===== config.mk =====
export PLATFORM = sky130hd
export DESIGN_NAME = toaplan2_gcu_bridge
export DESIGN_NICKNAME = d
export VERILOG_FILES = /design/src/rtl/toaplan2_gcu_pkg.sv /design/src/rtl/toaplan2_gcu_timeout.sv /design/src/rtl/toaplan2_gcu_bridge.sv
export SDC_FILE = /design/constraint.sdc
export NUM_CORES = 1
export LEC_CHECK = 0
export ABC_AREA = 1
export BUFFER_PORTS_ARGS = -buffer_cell sky130_fd_sc_hd__buf_2
export CAP_MARGIN = 40
export CORE_AREA = 5 5 51 86
export DETAILED_ROUTE_END_ITERATION = 8
export DIE_AREA = 0 0 56 91
export GPL_ROUTABILITY_DRIVEN = 0
export PLACE_DENSITY = 0.8
export SETUP_SLACK_MARGIN = 0.15
export SYNTH_ARGS = -nofsm -noshare
export SYNTH_HDL_FRONTEND = slang
export SYNTH_HIERARCHICAL = 1
export SYNTH_SLANG_ARGS = --single-unit
export TNS_END_PERCENT = 5

===== constraint.sdc =====
create_clock -name CLK96 -period 1.25 [get_ports CLK96]
set_input_delay 0.125 -clock CLK96 [delete_from_list [all_inputs] [get_ports CLK96]]
set_output_delay 0.125 -clock CLK96 [all_outputs]
set_load 0.05 [all_outputs]

===== src/rtl/toaplan2_gcu_pkg.sv =====
// -----------------------------------------------------------------------------
// toaplan2_gcu_pkg
// Shared definitions for the 68k -> GP9001 (GCU) access bridge:
//   - register byte offsets inside one GP9001 window
//   - bridge FSM state encoding
//   - op index encoding (bit position of each op vector in the op array)
//   - decode_access(): maps a 68k access (direction + byte offset) onto a GCU op
// -----------------------------------------------------------------------------
package toaplan2_gcu_pkg;

  // Register byte offsets (ADDR carries bits [3:1] of these)
  localparam logic [3:0] REG_RAM_PTR    = 4'h0;
  localparam logic [3:0] REG_RAM_DATA_H = 4'h4;
  localparam logic [3:0] REG_RAM_DATA_L = 4'h6;
  localparam logic [3:0] REG_REG_SEL    = 4'h8;
  localparam logic [3:0] REG_REG_DATA   = 4'hC;

  localparam int NUM_OPS = 6;

  typedef enum logic [1:0] {
    ST_IDLE     = 2'd0,
    ST_WAIT_ACK = 2'd1,
    ST_DONE     = 2'd2
  } state_e;

  typedef enum logic [2:0] {
    OPI_SELECT_REG  = 3'd0,
    OPI_WRITE_REG   = 3'd1,
    OPI_WRITE_RAM   = 3'd2,
    OPI_READ_RAM_H  = 3'd3,
    OPI_READ_RAM_L  = 3'd4,
    OPI_SET_RAM_PTR = 3'd5
  } op_e;

  typedef struct packed {
    logic mapped;
    op_e  op;
  } dec_t;

  // rw: 1 = read. Offsets with no GCU side effect return mapped = 0.
  function automatic dec_t decode_access(input logic rw, input logic [3:0] off);
    dec_t d;
    d.mapped = 1'b1;
    d.op     = OPI_SELECT_REG;
    if (rw) begin
      case (off)
        REG_RAM_DATA_H: d.op = OPI_READ_RAM_H;
        REG_RAM_DATA_L: d.op = OPI_READ_RAM_L;
        default:        d.mapped = 1'b0;
      endcase
    end else begin
      case (off)
        REG_RAM_PTR:                    d.op = OPI_SET_RAM_PTR;
        REG_RAM_DATA_H, REG_RAM_DATA_L: d.op = OPI_WRITE_RAM;
        REG_REG_SEL:                    d.op = OPI_SELECT_REG;
        REG_REG_DATA:                   d.op = OPI_WRITE_REG;
        default:                        d.mapped = 1'b0;
      endcase
    end
    return d;
  endfunction

endpackage


===== src/rtl/toaplan2_gcu_timeout.sv =====
// -----------------------------------------------------------------------------
// toaplan2_gcu_timeout
// ACK watchdog for the GCU bridge. Counter is cleared in the cycle an op is
// issued, so the first WAIT_ACK cycle sees 0; it counts every WAIT_ACK cycle
// and flags expiry in the cycle it holds TIMEOUT-1 (i.e. the TIMEOUT-th cycle
// the op has been high).
// Ports:
//   clk_i      - clock (CLK96)
//   rst_i      - synchronous active-high reset
//   start_i    - op issued this cycle (next state is WAIT_ACK)
//   active_i   - bridge is in WAIT_ACK
//   expired_o  - combinational: ACK wait limit reached this cycle
// -----------------------------------------------------------------------------
module toaplan2_gcu_timeout #(
  parameter int TIMEOUT = 1024
) (
  input  logic clk_i,
  input  logic rst_i,
  input  logic start_i,
  input  logic active_i,
  output logic expired_o
);

  localparam int CNT_W = $clog2(TIMEOUT + 1);

  logic [CNT_W-1:0] cnt_q;
  logic [CNT_W-1:0] cnt_d;

  always_comb begin
    cnt_d = cnt_q;
    if (start_i) begin
      cnt_d = '0;
    end else if (active_i) begin
      cnt_d = cnt_q + CNT_W'(1);
    end
  end

  always_ff @(posedge clk_i) begin
    if (rst_i) begin
      cnt_q <= '0;
    end else begin
      cnt_q <= cnt_d;
    end
  end

  assign expired_o = active_i && (cnt_q == CNT_W'(TIMEOUT - 1));

endmodule


===== src/rtl/toaplan2_gcu_bridge.sv =====
// -----------------------------------------------------------------------------
// toaplan2_gcu_bridge
// Converts 68k accesses to a GP9001 register window into single-cycle-issued,
// ACK-terminated op levels on one of NUM_GCU GP9001 channels, and returns the
// read data / status to the CPU.
//
// Ports:
//   CLK96, RESET96   - clock, synchronous active-high reset
//   CS, RW, ADDR     - 68k access: region select (held for the access),
//                      1 = read, byte offset bits [3:1]
//   GCU_SEL          - channel index for the access
//   INT_N            - vblank interrupt (active low), readable at offset 0xC
//   DIN              - CPU write data (routed to the GCUs outside this block)
//   DOUT             - read data, holds between captures
//   BUSY             - CS && state != DONE, feeds DTACK generation
//   OP_*             - per-channel op levels, at most one bit high overall
//   ACK, GCU_DOUT    - per-channel op acknowledge and read data
//   TIMEOUT_ERR      - sticky ACK timeout flag
//
// Op handshake: an op bit is a level that rises the cycle after the access is
// decoded in IDLE and stays high until ACK of the same channel is sampled 1
// at a clock edge; the bit drops on that edge. ACK on other channels is
// ignored. An op is never withdrawn early, even if CS goes away.
//
// Build option: define TOAPLAN2_GCU_TIMEOUT_EN to add the ACK watchdog
// (TIMEOUT cycles). Without it WAIT_ACK waits forever and TIMEOUT_ERR is 0.
// -----------------------------------------------------------------------------
module toaplan2_gcu_bridge
  import toaplan2_gcu_pkg::*;
#(
  parameter int NUM_GCU = 1,
  parameter int TIMEOUT = 1024
) (
  input  logic                  CLK96,
  input  logic                  RESET96,
  input  logic                  CS,
  input  logic                  RW,
  input  logic [2:0]            ADDR,
  input  logic [1:0]            GCU_SEL,
  input  logic                  INT_N,
  input  logic [15:0]           DIN,
  output logic [15:0]           DOUT,
  output logic                  BUSY,
  output logic [NUM_GCU-1:0]    OP_SELECT_REG,
  output logic [NUM_GCU-1:0]    OP_WRITE_REG,
  output logic [NUM_GCU-1:0]    OP_WRITE_RAM,
  output logic [NUM_GCU-1:0]    OP_READ_RAM_H,
  output logic [NUM_GCU-1:0]    OP_READ_RAM_L,
  output logic [NUM_GCU-1:0]    OP_SET_RAM_PTR,
  input  logic [NUM_GCU-1:0]    ACK,
  input  logic [16*NUM_GCU-1:0] GCU_DOUT,
  output logic                  TIMEOUT_ERR
);

  state_e                           state_q;
  logic [NUM_OPS-1:0][NUM_GCU-1:0]  ops_q;
  logic [15:0]                      dout_q;
  logic [1:0]                       sel_q;   // channel of the op in flight
  logic                             rd_q;    // op in flight is a read

  logic [3:0]         byte_off;
  dec_t               dec;
  logic               sel_ok;
  logic               status_rd;
  logic               issue;
  logic [NUM_GCU-1:0] sel_onehot;
  logic               ack_sel;
  logic [15:0]        rd_data_sel;
  logic               expired;

  assign byte_off  = {ADDR, 1'b0};
  assign dec       = decode_access(RW, byte_off);
  assign sel_ok    = (32'(GCU_SEL) < NUM_GCU);
  assign status_rd = RW && (byte_off == REG_REG_DATA);
  assign issue     = (state_q == ST_IDLE) && CS && sel_ok && !status_rd && dec.mapped;

  // Channel muxing done with a loop so an out-of-range index never reaches
  // ACK / GCU_DOUT when NUM_GCU < 4.
  always_comb begin
    sel_onehot  = '0;
    ack_sel     = 1'b0;
    rd_data_sel = 16'h0000;
    for (int k = 0; k < NUM_GCU; k++) begin
      if (GCU_SEL == 2'(k)) sel_onehot[k] = 1'b1;
      if (sel_q == 2'(k)) begin
        ack_sel     = ACK[k];
        rd_data_sel = GCU_DOUT[16*k +: 16];
      end
    end
  end

`ifdef TOAPLAN2_GCU_TIMEOUT_EN
  logic tmo_err_q;

  toaplan2_gcu_timeout #(
    .TIMEOUT (TIMEOUT)
  ) u_timeout (
    .clk_i     (CLK96),
    .rst_i     (RESET96),
    .start_i   (issue),
    .active_i  (state_q == ST_WAIT_ACK),
    .expired_o (expired)
  );

  assign TIMEOUT_ERR = tmo_err_q;
`else
  logic unused_timeout;
  assign unused_timeout = TIMEOUT[0];
  assign expired        = 1'b0;
  assign TIMEOUT_ERR    = 1'b0;
`endif

  always_ff @(posedge CLK96) begin
    if (RESET96) begin
      state_q <= ST_IDLE;
      ops_q   <= '0;
      dout_q  <= 16'h0000;
      sel_q   <= 2'd0;
      rd_q    <= 1'b0;
`ifdef TOAPLAN2_GCU_TIMEOUT_EN
      tmo_err_q <= 1'b0;
`endif
    end else begin
      case (state_q)
        ST_IDLE: begin
          if (CS) begin
            sel_q <= GCU_SEL;
            rd_q  <= RW;
            if (!sel_ok) begin
              if (RW) dout_q <= 16'hFFFF;
              state_q <= ST_DONE;
            end else if (status_rd) begin
              dout_q  <= {15'b0, ~INT_N};
              state_q <= ST_DONE;
            end else if (issue) begin
              ops_q[dec.op] <= sel_onehot;
              state_q       <= ST_WAIT_ACK;
            end else begin
              if (RW) dout_q <= 16'h0000;
              state_q <= ST_DONE;
            end
          end
        end
        ST_WAIT_ACK: begin
          // ACK wins over a simultaneous expiry: the data is real.
          if (ack_sel || expired) begin
            ops_q <= '0;
            if (rd_q) dout_q <= ack_sel ? rd_data_sel : 16'hFFFF;
`ifdef TOAPLAN2_GCU_TIMEOUT_EN
            if (!ack_sel) tmo_err_q <= 1'b1;
`endif
            state_q <= CS ? ST_DONE : ST_IDLE;
          end
        end
        ST_DONE: begin
          // Stay here until the CPU ends the access: one op per access.
          if (!CS) state_q <= ST_IDLE;
        end
        default: state_q <= ST_IDLE;
      endcase
    end
  end

  logic unused_din;
  assign unused_din = ^DIN;

  assign OP_SELECT_REG  = ops_q[OPI_SELECT_REG];
  assign OP_WRITE_REG   = ops_q[OPI_WRITE_REG];
  assign OP_WRITE_RAM   = ops_q[OPI_WRITE_RAM];
  assign OP_READ_RAM_H  = ops_q[OPI_READ_RAM_H];
  assign OP_READ_RAM_L  = ops_q[OPI_READ_RAM_L];
  assign OP_SET_RAM_PTR = ops_q[OPI_SET_RAM_PTR];
  assign DOUT           = dout_q;
  assign BUSY           = CS && (state_q != ST_DONE);

endmodule


==> results of run 1 <==
==> layout by cell type (no fill, tap or decap) <==
cell type,count
buf_6,3
o211ai_1,1
buf_2,48
a21oi_2,2
nor3_1,3
a21oi_1,8
nor2_2,16
buf_4,24
nand3_1,8
clkinv_2,1
a22o_1,1
o21ai_0,9
or2_2,1
dfxtp_1,25
dfxtp_4,2
inv_4,2
nand4_1,1
o22ai_4,1
nand2_2,6
buf_12,2
nor2_4,6
o21ai_1,12
conb_1,1
inv_1,13
o21ai_2,1
inv_8,2
inv_2,2
clkbuf_8,3
nand2_4,6
nor2_1,27
nand2_1,50
==> logic make-up after synthesis <==
kind of cell,count (synthesis),share of synthesized area [%]
AOI/OAI and AO/OA,35,12.9
DFF,27,38.0
other,1,0.264
and+or+nand+nor,122,39.7
buffers and inverters,25,9.16
==> worst reg2reg max path: stages (launching register included) <==
cell and delay [ns]:
dfxtp_4 0.38, inv_4 0.05, nand2_4 0.09, inv_4 0.05
nand2_4 0.07, nand2_4 0.05, nor2_4 0.20, nand2_4 0.17
inv_8 0.13, nor2_1 0.05, nor2_1 0.10
==> where the power goes <==
part / switching (mW) / leakage (nW) / internal [mW]
registers: 0.0615 / 0.224 / 0.950
clock network: 0.277 / 0.0255 / 0.223
logic: 0.676 / 0.759 / 0.327
==> how the worst max path moves through the flow <==
stage                     startpoint              to  slack [ns]  cells past startpoint
after detailed placement  state_q[0]        DOUT[13]       -0.17                     10
after floorplan           state_q[1]        DOUT[14]       -0.14                     11
after CTS                 state_q[1]         DOUT[3]       -0.10                     10
final                     state_q[1]        DOUT[13]       -0.15                     10
after global placement    state_q[0]  OP_SET_RAM_PTR       -0.11                     10
after global routing      state_q[1]   OP_SELECT_REG       -0.21                      8
==> layer usage <==
metal | vias up | GRT usage, %
met3 | 15 | 2.98
met1 | 768 | 14.0
met2 | 57 | 34.9
li1 | 823 | -
met4 | 0 | 11.3
met5 | - | 0
==> metrics by stage <==
| stage | setup TNS [ns] | area (um^2) | setup slack [ns] |
|---|---|---|---|
| floorplan | -1.56 | 1420 | -0.138 |
| global placement | -2.01 | 1880 | -0.114 |
| detailed placement | -2.86 | 1880 | -0.173 |
| CTS | -1.80 | 2040 | -0.101 |
| global route | -4.09 | 2080 | -0.213 |
| finish | -2.42 | 2080 | -0.147 |
==> cell type report <==
cell class	instances	share of cell area [%]
multi-input cells	160	40.5
flip-flops and latches	27	26.4
repair buffers	77	23.8
inverters	18	3.85
well taps	46	2.77
clock buffers	3	1.99
repair inverters	1	0.542
clock inverters	1	0.241
==> what timing repair did <==
item	4_1_cts	5_1_grt
buffers inserted	3	0
pin swaps	7	13
gates resized for setup	25	14
cloned	3	0
endpoints found under the setup margin	27	28
==> impl_metrics.env, run 1 <==
export IMPL_status="complete, but fails checks"
export IMPL_violations="DRC, setup timing"
export IMPL_die_h_um=91
export IMPL_row_count=29
export IMPL_pwr_density_cell_mw_per_mm2=1210
export IMPL_fp_dieW_um=56
export IMPL_clk_pin_slew_ns=0.10
export IMPL_finClkSkew_ns=0.00662
export IMPL_critPathRequiredTime_ns=1.47
export IMPL_synth_seq_cells=27
export IMPL_critPathTopFamily="simple AND/OR/NAND/NOR gates"
export IMPL_instances_no_fill=333
export IMPL_wl_met2_um=2540
export IMPL_ioPinCount=67
export IMPL_clock_latency_ns=0.27
export IMPL_slew_violations=0
export IMPL_postCtsHoldBufs=0
export IMPL_finalSetupViolCount=23
export IMPL_yosysWarnings=6
export IMPL_grt_total_usage_pct=17.1
export IMPL_yosysTopAreaCellShare_pct=38.0
export IMPL_drt_met1_wl_um=1460
export IMPL_mappedNetlistNets=253
export IMPL_clockBufferDepth=2
export IMPL_power_mw=2.51
export IMPL_cts_max_level=1
export IMPL_hp_start="RESET96"
export IMPL_grt_pass1_vias=1642
export IMPL_period_needed_ns=1.40
export IMPL_routed_top_layer="met4"
export IMPL_area_growth_pct=46.2
export IMPL_hold_viol=0
export IMPL_fill_cells=341
export IMPL_seqCellArea_um2=548
export IMPL_rsz0062_at_grt="yes"
export IMPL_synth_area_leaders="dfxtp_1, nand2_1, nor2_1"
export IMPL_whs_ns=0.0928
export IMPL_drt_total_wl_um=4420
export IMPL_synthCells=210
export IMPL_ys_flop_type="dfxtp_1"
export IMPL_numCtsBuffers=3
export IMPL_worstSetupStartpointType="flip-flop"
export IMPL_slowest_delay_ns=0.38
export IMPL_worst_setup_path_type="reg -> reg"
export IMPL_postRouteAntennaNets=0
export IMPL_drive_gt1_share_pct=44.6
export IMPL_largest_register_ff_count=16
export IMPL_r2r_start="state_q[1]"
export IMPL_worstPathArrival_ns=1.61
export IMPL_path_common_cell="nand2_4"
export IMPL_cp_buffers_inverters=3
export IMPL_seq_area_frac_synth_pct=38.0
export IMPL_vias=1663
export IMPL_start_util_pct=39.6
export IMPL_final_util_pct=57.9
export IMPL_rrSetupSlack_ns=-0.15
export IMPL_worstPathCellList="inv_4, nand2_4, inv_4, nand2_4, nand2_4, nor2_4, nand2_4, inv_8, nor2_1, nor2_1"
export IMPL_dieArea_mm2=0.00510
export IMPL_nets=331
export IMPL_post_route_period_util_pct=112
export IMPL_slowest_stage="dfxtp_4"
export IMPL_synth_most_common_cell="nand2_1"
export IMPL_max_freq_ghz=0.716
export IMPL_synthDistinctLibCells=28
export IMPL_drt_iter0_markers=36
export IMPL_netlist_top_cell_by_area="dfxtp_1"
export IMPL_multi_input_area_um2=841
export IMPL_reg2reg_to="DOUT[13]"
export IMPL_clock_sinks=27
export IMPL_drv_cap=0
export IMPL_antenna_found_initial=0
export IMPL_async_flop_share_pct=0
export IMPL_grt_max_degree=16
export IMPL_worstRegToRegCells=10
export IMPL_dp_hpwl_um=3170
export IMPL_yosys_top_cells_count="nand2_1, nor2_1, dfxtp_1, inv_1, o21ai_0"
export IMPL_firstDrtPassIters=7
export IMPL_p_leak_nw=1.01
export IMPL_fin_ws_ns=-0.147
export IMPL_synth_edff_count=0
export IMPL_overflow=0
export IMPL_dp_cells=323
export IMPL_core_area_mm2=0.00359
export IMPL_hold_path_depth=2
export IMPL_irDropWorstVdd_mv=0.676
export IMPL_dr_wl_met3_um=196
export IMPL_netlist_area_mm2=0.00142
export IMPL_numPortBuffers=49
export IMPL_vias_per_cell=4.99
export IMPL_synth_area_per_cell_um2=6.77
export IMPL_crit_path_end_kind="flip-flop"
export IMPL_hold_end="OP_SELECT_REG"
export IMPL_grt_pass1_wl_um=6970
export IMPL_root_buffer="clkbuf_8"
export IMPL_drc_errors=2
export IMPL_antenna_cells=0
export IMPL_wl_per_cell_um=13.3
export IMPL_cts_tree="built"
export IMPL_crit_fanout=8
export IMPL_hold_path_class="in -> reg"
No activity file was read; power rests on OpenSTA's default activity.
==> inputs of run 2 (changes only) <==
Settings changed: SETUP_SLACK_MARGIN 0.15 to not set.
==> run 2 against run 1 <==
Net effect: the run still ends with DRC, setup timing left; worst hold slack unchanged; die area unchanged; cell count unchanged; routed wire length unchanged; final area unchanged; non-clock buffer count unchanged; clock power about the same; global-route usage unchanged; sequential share of layout area unchanged; total power unchanged; via count unchanged; combinational power about the same.
==> impl_metrics.env, run 2 (synthesis gave the netlist of run 1 again) <==
export IMPL_status="complete, but fails checks"
export IMPL_violations="DRC, setup timing"
export IMPL_pwr_density_cell_mw_per_mm2=1210
export IMPL_grt_max_degree=16
export IMPL_final_cell_mix="nand2_1, buf_2, nor2_1, dfxtp_1, buf_4"
export IMPL_fill_cells=341
export IMPL_place_area_mm2=0.00188
export IMPL_fp_dieW_um=56
export IMPL_drt_total_wl_um=4420
export IMPL_finalInstanceArea_mm2=0.00208
export IMPL_antenna_cells=0
export IMPL_final_util_pct=57.9
export IMPL_instances_no_fill=333
export IMPL_worstSetupStartpointType="flip-flop"
export IMPL_clk_pin_slew_ns=0.10
export IMPL_top_usage_layer="met2"
export IMPL_postCtsHoldBufs=0
export IMPL_overflow=0
export IMPL_met3_usage_pct=2.98
export IMPL_grtUsageMet2_pct=34.9
export IMPL_power_mw=2.51
export IMPL_rsz0062_at_grt="yes"
export IMPL_die_h_um=91
export IMPL_use_met1_pct=14.0
export IMPL_final_common_cell="nand2_1"
export IMPL_clock_sinks=27
export IMPL_root_buffer="clkbuf_8"
export IMPL_grt_pass1_vias=1642
export IMPL_core_area_mm2=0.00359
export IMPL_dpl_worst_slack_ns=-0.173
export IMPL_max_freq_ghz=0.716
export IMPL_dp_hpwl_um=3170
export IMPL_seqCellArea_um2=548
export IMPL_vias_per_cell=4.99
export IMPL_slew_violations=0
export IMPL_grt_pass1_wl_um=6970
export IMPL_drt_iter0_markers=36
export IMPL_finalSetupTns_ns=-2.42
export IMPL_clock_latency_ns=0.27
export IMPL_antenna_found_initial=0
export IMPL_grt_total_usage_pct=17.1
export IMPL_multi_input_area_um2=841
export IMPL_area_growth_pct=46.2
export IMPL_crit_path_end_kind="flip-flop"
export IMPL_firstDrtPassIters=7
export IMPL_start_util_pct=39.6
export IMPL_period_needed_ns=1.40
export IMPL_clockBufferDepth=2
export IMPL_row_count=29
export IMPL_critPathRequiredTime_ns=1.47
export IMPL_finClkSkew_ns=0.00662
export IMPL_cts_tree="built"
export IMPL_worstPathArrival_ns=1.61
export IMPL_post_route_period_util_pct=112
export IMPL_dieArea_mm2=0.00510
export IMPL_fin_ws_ns=-0.147
export IMPL_numPortBuffers=49
export IMPL_dp_cells=323
export IMPL_hold_viol=0
export IMPL_worst_setup_path_type="reg -> reg"
export IMPL_wl_per_cell_um=13.3
export IMPL_irDropWorstVdd_mv=0.676
export IMPL_largest_register_ff_count=16
export IMPL_nets=331
export IMPL_drv_cap=0
export IMPL_p_leak_nw=1.01
export IMPL_crit_fanout=8
export IMPL_numCtsBuffers=3
export IMPL_ioPinCount=67
export IMPL_whs_ns=0.0928
export IMPL_drive_gt1_share_pct=44.6
export IMPL_postRouteAntennaNets=0
export IMPL_hold_path_class="in -> reg"
export IMPL_finalSetupViolCount=23
export IMPL_drc_errors=2
export IMPL_vias=1663
export IMPL_cts_max_level=1
## run 2: final cells by class
type / instances / share of cell area (%)
multi-input combinational: 160 / 40.5
sequential: 27 / 26.4
timing repair buffer: 77 / 23.8
inverter: 18 / 3.85
tap: 46 / 2.77
clock buffer: 3 / 1.99
timing repair inverter: 1 / 0.542
clock inverter: 1 / 0.241
## run 2: worst max-delay path, stage by stage, from the launching register on
cell,delay [ns]
dfxtp_4,0.38
inv_4,0.05
nand2_4,0.09
inv_4,0.05
nand2_4,0.07
nand2_4,0.05
nor2_4,0.20
nand2_4,0.16
inv_8,0.13
nor2_1,0.04
nor2_1,0.10
## run 2: metal layers
layer	share of wire (%)	vias up
li1	-	823
met1	33	768
met2	57	57
met3	4.4	15
met4	5.0	0
met5	0	-
## run 2: worst paths after layout
check,slack (ns),cells past startpoint,to,startpoint
worst min register to register,0.47,2,OP_WRITE_REG,OP_WRITE_REG
worst min-delay path,0.09,2,OP_SELECT_REG,RESET96
worst max-delay path,-0.15,10,DOUT[13],state_q[1]
worst max register to register,-0.15,10,DOUT[13],state_q[1]
## run 2: what timing repair did
action / CTS / global route
gates cloned: 3 / 0
pin swaps: 7 / 13
resized for setup: 25 / 14
setup endpoints to repair: 25 / 25
buffers inserted: 3 / 0
## run 2: power by group
part           internal [mW]  switching [mW]
Combinational          0.327           0.676
Sequential             0.950          0.0615
Clock                  0.223           0.277
